### config.mk
export PLATFORM = sky130hd
export DESIGN_NAME = apb_completer_regfile
export DESIGN_NICKNAME = d
export VERILOG_FILES = /design/src/rtl/apb_completer_pkg.sv /design/src/rtl/apb_addr_decode.sv /design/src/rtl/apb_completer_regfile.sv
export SDC_FILE = /design/constraint.sdc
export NUM_CORES = 1
export LEC_CHECK = 0
export ABC_AREA = 1
export BUFFER_PORTS_ARGS = -buffer_cell sky130_fd_sc_hd__buf_2
export CAP_MARGIN = 5
export CORE_UTILIZATION = 50
export CTS_BUF_LIST = sky130_fd_sc_hd__clkbuf_8
export CTS_CLUSTER_DIAMETER = 30
export DETAILED_ROUTE_END_ITERATION = 10
export PLACE_DENSITY = 0.67
export SYNTH_ARGS = -nofsm -noshare
export SYNTH_HDL_FRONTEND = slang
export SYNTH_HIERARCHICAL = 1
export SYNTH_SLANG_ARGS = --single-unit
export TNS_END_PERCENT = 30
### constraint.sdc
create_clock -name clock -period 55.6 [get_ports clock]
set_clock_uncertainty 0.05 [all_clocks]
set_input_delay 16.68 -clock clock [delete_from_list [all_inputs] [get_ports clock]]
set_output_delay 16.68 -clock clock [all_outputs]
set_load 0.02 [all_outputs]
### src/rtl/apb_completer_pkg.sv
// Shared types and widths for the APB completer register file and its decoder.
package apb_completer_pkg;

  typedef enum logic [1:0] {
    IDLE   = 2'd0,
    SETUP  = 2'd1,
    WAIT   = 2'd2,
    ACCESS = 2'd3
  } apb_state_e;

  localparam int APB_DATA_W = 32;
  localparam int APB_ADDR_W = 32;
  localparam int APB_SEL_W  = 4;

  function automatic int idx_width(input int num_regs);
    return (num_regs > 1) ? $clog2(num_regs) : 1;
  endfunction

endpackage

### src/rtl/apb_addr_decode.sv
// Word-register address decoder: offset from a base, register index and
// unaligned/out-of-range error flag. Purely combinational.
module apb_addr_decode
  import apb_completer_pkg::*;
#(
  parameter logic [APB_ADDR_W-1:0] BASE_ADDR = 32'h8000_0000,
  parameter int                    NUM_REGS  = 16,
  parameter int                    IDX_W     = idx_width(NUM_REGS)
) (
  input  logic [APB_ADDR_W-1:0] paddr_i,
  output logic [IDX_W-1:0]      idx_o,
  output logic                  err_o
);

  localparam logic [APB_ADDR_W-1:0] SPAN = APB_ADDR_W'(NUM_REGS * 4);

  logic [APB_ADDR_W-1:0] off_s;

  // Addresses below the base wrap to a large offset and fail the span check.
  always_comb begin
    off_s = paddr_i - BASE_ADDR;
    err_o = (off_s[1:0] != 2'b00) || (off_s >= SPAN);
    idx_o = off_s[2 +: IDX_W];
  end

endmodule

### src/rtl/apb_completer_regfile.sv
// APB completer with NUM_REGS 32-bit read/write registers behind one Pselx slot.
// Define APB_WAIT_STATE_EN to insert WAIT_CYCLES wait states on every access.
module apb_completer_regfile
  import apb_completer_pkg::*;
#(
  parameter int unsigned           SLOT_ID     = 0,
  parameter logic [APB_ADDR_W-1:0] BASE_ADDR   = 32'h8000_0000,
  parameter int unsigned           NUM_REGS    = 16,
  parameter int unsigned           WAIT_CYCLES = 2,
  parameter logic [APB_DATA_W-1:0] RESET_VAL   = 32'h0000_0000
) (
  input  logic                  clock,
  input  logic                  reset,
  input  logic [APB_SEL_W-1:0]  Pselx,
  input  logic                  Penable,
  input  logic                  Pwrite,
  input  logic [APB_ADDR_W-1:0] Paddr,
  input  logic [APB_DATA_W-1:0] Pwdata,
  output logic [APB_DATA_W-1:0] Prdata,
  output logic                  Pready,
  output logic                  Pslverr
);

  localparam int         IDX_W    = idx_width(NUM_REGS);
  localparam logic [1:0] SLOT_IDX = 2'(SLOT_ID);

  if ((SLOT_ID >= 32'd4) || (NUM_REGS < 32'd2) || (NUM_REGS > 32'd256) ||
      ((NUM_REGS & (NUM_REGS - 32'd1)) != 32'd0) || (WAIT_CYCLES > 32'd15)) begin : g_param_check
    $error("apb_completer_regfile: parameter out of range");
  end

  apb_state_e            state_q;
  logic [APB_DATA_W-1:0] regs_q [NUM_REGS];

  logic                  wr_q;
  logic                  err_q;
  logic [IDX_W-1:0]      idx_q;
  logic [APB_DATA_W-1:0] wdata_q;
  logic [APB_DATA_W-1:0] rdata_q;
  logic [APB_DATA_W-1:0] rdata_d;

  logic                  sel_s;
  logic                  start_s;
  logic                  latch_s;
  logic                  commit_s;
  logic                  go_access_s;
  logic [IDX_W-1:0]      dec_idx_s;
  logic                  dec_err_s;
  logic                  unused_sel_s;

`ifdef APB_WAIT_STATE_EN
  localparam logic [3:0] WAIT_LOAD = 4'(WAIT_CYCLES);
  logic [3:0] cnt_q;
`endif

  apb_addr_decode #(
    .BASE_ADDR (BASE_ADDR),
    .NUM_REGS  (NUM_REGS),
    .IDX_W     (IDX_W)
  ) u_decode (
    .paddr_i (Paddr),
    .idx_o   (dec_idx_s),
    .err_o   (dec_err_s)
  );

  assign unused_sel_s = ^Pselx;

  // Handshake qualifiers, write commit and read-data capture with write forwarding.
  always_comb begin
    sel_s    = Pselx[SLOT_IDX];
    start_s  = sel_s && !Penable;
    latch_s  = start_s && ((state_q == IDLE) || (state_q == ACCESS));
    commit_s = (state_q == ACCESS) && wr_q && !err_q;
    // A back-to-back read of the register being committed sees the new value.
    if (Pwrite || dec_err_s) begin
      rdata_d = {APB_DATA_W{1'b0}};
    end else if (commit_s && (idx_q == dec_idx_s)) begin
      rdata_d = wdata_q;
    end else begin
      rdata_d = regs_q[dec_idx_s];
    end
`ifdef APB_WAIT_STATE_EN
    go_access_s = ((state_q == SETUP) && sel_s && Penable && (WAIT_LOAD == 4'd0)) ||
                  ((state_q == WAIT) && sel_s && (cnt_q == 4'd1));
`else
    go_access_s = (state_q == SETUP) && sel_s && Penable;
`endif
  end

  // Transfer attributes captured in the setup phase and held to completion.
  always_ff @(posedge clock or posedge reset) begin
    if (reset) begin
      wr_q    <= 1'b0;
      err_q   <= 1'b0;
      idx_q   <= {IDX_W{1'b0}};
      wdata_q <= {APB_DATA_W{1'b0}};
      rdata_q <= {APB_DATA_W{1'b0}};
    end else if (latch_s) begin
      wr_q    <= Pwrite;
      err_q   <= dec_err_s;
      idx_q   <= dec_idx_s;
      wdata_q <= Pwdata;
      rdata_q <= rdata_d;
    end
  end

  // Register bank; a write lands on the edge that ends the ACCESS cycle.
  always_ff @(posedge clock or posedge reset) begin
    if (reset) begin
      for (int i = 0; i < int'(NUM_REGS); i++) begin
        regs_q[i] <= RESET_VAL;
      end
    end else if (commit_s) begin
      regs_q[idx_q] <= wdata_q;
    end
  end

  // Transfer FSM with registered response outputs, live only in ACCESS.
  always_ff @(posedge clock or posedge reset) begin
    if (reset) begin
      state_q <= IDLE;
      Pready  <= 1'b0;
      Pslverr <= 1'b0;
      Prdata  <= {APB_DATA_W{1'b0}};
`ifdef APB_WAIT_STATE_EN
      cnt_q   <= 4'd0;
`endif
    end else begin
      Pready  <= go_access_s;
      Pslverr <= go_access_s && err_q;
      Prdata  <= go_access_s ? rdata_q : {APB_DATA_W{1'b0}};
      case (state_q)
        IDLE: state_q <= start_s ? SETUP : IDLE;
        SETUP: begin
          if (!(sel_s && Penable)) begin
            state_q <= IDLE;
          end else if (go_access_s) begin
            state_q <= ACCESS;
          end else begin
            state_q <= WAIT;
`ifdef APB_WAIT_STATE_EN
            cnt_q   <= WAIT_LOAD;
`endif
          end
        end
`ifdef APB_WAIT_STATE_EN
        WAIT: begin
          if (!sel_s) begin
            state_q <= IDLE;
            cnt_q   <= 4'd0;
          end else if (go_access_s) begin
            state_q <= ACCESS;
            cnt_q   <= 4'd0;
          end else begin
            cnt_q   <= cnt_q - 4'd1;
          end
        end
`else
        WAIT: state_q <= IDLE;
`endif
        ACCESS: state_q <= start_s ? SETUP : IDLE;
        default: state_q <= IDLE;
      endcase
    end
  end

endmodule

Word level (Yosys, flattened, before mapping):

Cells that the tools add are included.

* output and inout bits: 34
* logic and storage cells: 67
* bits of input ports: 72
* flip-flop bits (word level): 618

* magnitude comparators: 4
* muxes and demuxes: 13
* add/sub/neg operators: 1
* reduce and logical (&&, ||, !) cells: 18
* eq/ne operators: 4
* bitwise gates (word level): 2

Operator list (count)
* bitwise mux 512 bit: 1
* 2-to-1 mux 32 bit: 6
* binary-select mux 32 bit (select 4 bit): 1
* demux 32 bit (select 4 bit): 1
* >= comparator 32 x 7 -> 1 bit (second input constant): 1
* subtractor 32 bit (second input constant): 1
* >= comparator 5 bit (second input constant): 2
* logical AND 1 bit: 10
* inverter 4 -> 5 bit: 2
* case mux 2 bit (3 select lines): 1
* less-than comparator 5 x 1 -> 1 bit (second input constant): 1
* equality test 2 bit (second input constant): 2
* equality test 4 bit: 1
* logical OR 1 bit: 3
* equality test 2 x 1 -> 1 bit (second input constant): 1
* zero test 1 bit: 2
* zero test 2 bit: 1
* 2-to-1 mux 1 bit: 2
* 2-to-1 mux 2 bit: 1
* nonzero test 2 bit: 1
* OR reduction 2 bit: 1

Logic depth before layout (Yosys ltp):

* word-level depth: 7
* gate-level depth with buffers: 13
* depth with buffers taken out: 11

By module:

Netlist, hierarchy kept.

Modules (own cells, without submodules)
* apb_completer_regfile: sequential area each 15464.8 sq um, area an instance 28691.3 sq um, instances 1, cells each 3677
* apb_addr_decode: sequential area each 0.0 sq um, area an instance 205.2 sq um, instances 1, cells each 50

Worst setup path after synthesis:

OpenSTA, ideal clock, no wires.

* path type: input port to flip-flop
* start: input Paddr[2]
* end: register rdata_q[10]
* required time: 55433 ps
* cell stages on the path: 12
* path slack: 37607 ps
* buffers on the path: 4
* library setup time: 117 ps
* arrival: 17827 ps
* path through: buf_4 > buf_2 > inv_2 > buf_2 > buf_2 > nand2_1 > nand3_1 > nand3_1 > nand3_1 > nand3_1 > nand2_1 > nand2_1

* cells in the longest elaborated chain, start to end: 7
* elaborated cells on any way between the ends: 12
* classes of those cells: add/sub: 1; order compare: 1; eq/ne: 1; mux: 5; bitwise: 1; reduce/logical: 3

RTL lines
* start, declared: line apb_completer_regfile.sv:17 `input logic [APB_ADDR_W-1:0] Paddr,`
* subtractor 32 bit (*): line apb_addr_decode.sv:21 `off_s = paddr_i - BASE_ADDR;`
* branches (longest 5 deep; another with >= comparator 32 x 7 -> 1 bit)
* 2-to-1 mux 32 bit (*): line apb_completer_regfile.sv:75 `if (Pwrite || dec_err_s) begin`
* end signal, assigned: line apb_completer_regfile.sv:97 `rdata_q <= {APB_DATA_W{1'b0}};`
* end signal, assigned: line apb_completer_regfile.sv:103 `rdata_q <= rdata_d;`
* end, declared: line apb_completer_regfile.sv:39 `logic [APB_DATA_W-1:0] rdata_q;`

Every way passes the cells marked *. The select of a mux whose other input is x is not followed.
A chain may end at the register's enable or synchronous reset.

==> flow_summary_export.csv <==
group,metric,value,unit
logic_synthesis,yosysWarnings,6,
power_and_ir_drop,total_power,0.00110,W
clock_network,cts_root_buf,"clkbuf_8",
clock_network,post-cts-setup-buffers,0,
flow_run,drv_cap,0,
clock_network,cts_buffers,137,
sta,worst_pin_slew,1.11,ns
worst_setup_path,crit_chain,"buf_2 > inv_8 > buf_12 > buf_4 > buf_4 > buf_4",
sta,drv_slew,0,
worst_setup_path,r2r_slack,52.60,ns
logic_synthesis,muxShareOfSynthArea,0,%
worst_setup_path,max_stage_delay,0.88,ns
routing,firstDrtPassIters,6,
grt,gr-usage-all-layers,27.9,%
grt,antenna_found_initial,3,
logic_synthesis,yosys.cell_types.count,32,
routing,wl_per_cell,17.4,µm
routing,dr_total_vias,24200,
logic_synthesis,syn-instance-count,3727,
sta,finalSetupTns,0,ns
worst_setup_path,critPathMaxFanout,164,
cells_and_area,fin_area,0.0326,mm²
worst_setup_path,crit_start,"reset",
clock_network,clk_latency,0.79,ns
clock_network,holdBufCountCts,0,
die,floorplan.initialDensity,51.0,%
die,die_x,242,µm
clock_network,clk_pin_slew,0.06,ns
routing,vias_per_cell,5.26,
cells_and_area,stdcell_count,4605,
placed_design,gp_congestion,0.761,
logic_synthesis,syn-cell-area,0.0289,mm²
grt,grt_pass1_vias,22800,
routing,antenna_left,0,
sta,slew_headroom,26.0,%
sta,fin_crit,19.85,ns
grt,grt_first_pass_wirelength,128000,µm
die,dieArea,0.0588,mm²
sta,setup_viol,0,
placed_design,dpl.cell_count,4356,
worst_setup_path,critPathTopFamily,"buffers and inverters",
placed_design,io_buffers,102,
clock_network,cts_resized,0,
cells_and_area,nets,3814,
logic_synthesis,synth_fp_nets,3802,
power_and_ir_drop,powerDensity,33.7,mW/mm²
logic_synthesis,ys_ff_latch,618,
sta,max_clock_freq,50.4,MHz
logic_synthesis,synth_simple_gate_area_share,26.8,%
placed_design,dp_hpwl,39300,µm
cells_and_area,area_delta_synth_final,12.7,%
worst_setup_path,r2r_end,"regs_q[361]$_DFFE_PP0P_",
routing,drt_iter0_markers,2421,
worst_setup_path,critPathBufInv,6,
worst_setup_path,end_kind,"async pin",
die,rows,87,
sta,hold_violations,0,
worst_setup_path,critPathKind,"in2async",
power_and_ir_drop,vdd_drop_max,0.0267,mV
worst_setup_path,ff2ff_path_depth,7,
routing,drt_wl_total,79900,µm
worst_setup_path,critPathArrivalTime,20.56,ns
die,pin_count,106,
logic_synthesis,syn-mean-instance-area,7.75,µm²
worst_setup_path,critical_path_cell_count,6,
power_and_ir_drop,p_leak,15.9,nW
logic_synthesis,synth_top_family_by_area,"simple AND/OR/NAND/NOR gates",
clock_network,clock-sinks,618,
grt,grt_max_degree,165,
status,status,"finished, final reports clean",
sta,finalCritPeriodShare,35.7,%
worst_setup_path,startpoint_type,"primary input",
worst_setup_path,crit_top_cell,"buf_4",
cells_and_area,drive_above_1_share,11.0,%
routing,drcViolationCount,0,
logic_synthesis,synth_xor_area_share,0.0909,%
clock_network,cts_tree,"yes",
worst_setup_path,r2r_start,"state_q[0]$_DFF_PP0_",
clock_network,htreeDepth,4,
logic_synthesis,synth-compound-area-share,10.3,%
worst_setup_path,critPathRequiredTime,56.32,ns
placed_design,postPlaceCellArea,0.0295,mm²
die,die_y,242,µm
sta,rsz0062_at_grt,"no",
worst_setup_path,crit_path_end,"rdata_q[23]$_DFFE_PP0P_",
grt,grt_overflow,0,
worst_hold_path,holdCritPathClass,"reg2reg",
die,coreArea,0.0567,mm²
clock_network,cts_max_path_buffers,3,
worst_setup_path,slowest_stage,"buf_4",
logic_synthesis,synth_fa_ha_area_share,0.130,%
logic_synthesis,ys_seq_area_share,53.5,%
==> synth_stat cells, drive strengths merged <==
master | number | area share, %
o21ai | 573 | 10
and2 | 1 | 0.022
nor2 | 122 | 1.7
nand2 | 1399 | 18
nand3 | 359 | 6.4
inv | 376 | 4.9
buf | 113 | 2.3
or2 | 1 | 0.030
clkbuf | 151 | 2.0
clkinv | 1 | 0.013
ha | 3 | 0.13
xnor2 | 1 | 0.030
nand4 | 5 | 0.34
dfrtp | 618 | 54
a21oi | 1 | 0.017
and3 | 1 | 0.022
xor2 | 2 | 0.061
==> cells in the final DEF (no fill, tap or decap), types with 3 or more instances in the layout <==
master      Yosys  layout
dfrtp_1       618     618
buf_2          64     100
bufinv_16       0      14
buf_4          10      35
nand2_1      1392    1391
clkinv_4        0       5
o21ai_1        88      88
nand2_2         6       7
inv_6           0       4
nand3_1       354     352
nor2_1        118     118
nand3_4         4       5
o21ai_0       455     455
ha_1            3       3
diode_2         0       3
clkinvlp_4      0      11
clkbuf_8        0     170
inv_1         374     391
o21ai_2        30      30
clkinv_2        0      22
inv_2           2       4
nand4_4         4       5
==> stage by stage <==
stage / utilization (%) / setup slack (ns) / hold WS (ns)
after floorplan: - / 21.56 / 0.399
after global placement: 51.9 / 34.60 / 0.414
after detailed placement: 51.9 / 34.61 / 0.416
after CTS: 57.4 / 35.46 / 0.429
after global routing: 57.4 / 35.00 / 0.444
final: 57.4 / 35.75 / 0.429
==> metal layers <==
metal / vias up / track usage (%) / part of all wire, %
met3: 178 / 5.20 / 7.3
li1: 11700 / - / -
met2: 865 / 42.2 / 44
met4: 0 / 10.4 / 2.9
met1: 11500 / 40.1 / 46
met5: - / 0 / 0
==> final cells by class <==
cell class              count  area (µm²)
diodes                      3        7.51
clock buffers             170        2340
clock inverters            76         762
fillers                  5298       24200
inverters                 377        1430
multi-input cells        2468       10800
flip-flops and latches    618       15500
well taps                 756         946
repair buffers            137         798
==> power breakdown <==
group | internal, W | leakage (nW) | total [W] | switching [W]
combinational | 0.0000149 | 5.70 | 0.0000756 | 0.0000607
sequential | 0.000459 | 8.57 | 0.000466 | 0.00000738
clock | 0.000342 | 1.65 | 0.000557 | 0.000215
total | 0.000816 | 15.9 | 0.00110 | 0.000283
==> worst min-delay path by stage <==
stage | startpoint | end | slack (ns) | depth (start not counted)
after floorplan | rdata_q[0]$_DFFE_PP0P_ | rdata_q[0]$_DFFE_PP0P_ | 0.40 | 2
after global placement | rdata_q[7]$_DFFE_PP0P_ | rdata_q[7]$_DFFE_PP0P_ | 0.41 | 2
after detailed placement | rdata_q[28]$_DFFE_PP0P_ | rdata_q[28]$_DFFE_PP0P_ | 0.42 | 2
after CTS | rdata_q[28]$_DFFE_PP0P_ | Prdata[28]$_DFF_PP0_ | 0.43 | 2
after global routing | regs_q[198]$_DFFE_PP0P_ | regs_q[198]$_DFFE_PP0P_ | 0.44 | 2
final | rdata_q[8]$_DFFE_PP0P_ | rdata_q[8]$_DFFE_PP0P_ | 0.43 | 2
==> flip-flops by register name (all words and copies together) (netlist names) <==
register,cells
Prdata,32
Pready,1
Pslverr,1
regs_q,512
idx_q,4
err_q,1
wdata_q,32
wr_q,1
rdata_q,32
state_q,2
==> tightest hold or removal path, stage by stage (launching register included) <==
cell and delay (ns):
dfrtp_1 0.34, nand2_1 0.05, nand2_1 0.06
==> kinds of logic (layout without fill, tap and decap cells) <==
| kind of cell | count (synthesis) | in the layout |
|---|---|---|
| xor+xnor | 3 | 3 |
| compound gates | 574 | 574 |
| simple gates | 1888 | 1888 |
| fa+ha+maj | 3 | 3 |
| buf+inv | 641 | 760 |
| other cells | 0 | 3 |
| flops | 618 | 618 |
Power figures use the tool's default switching activity.
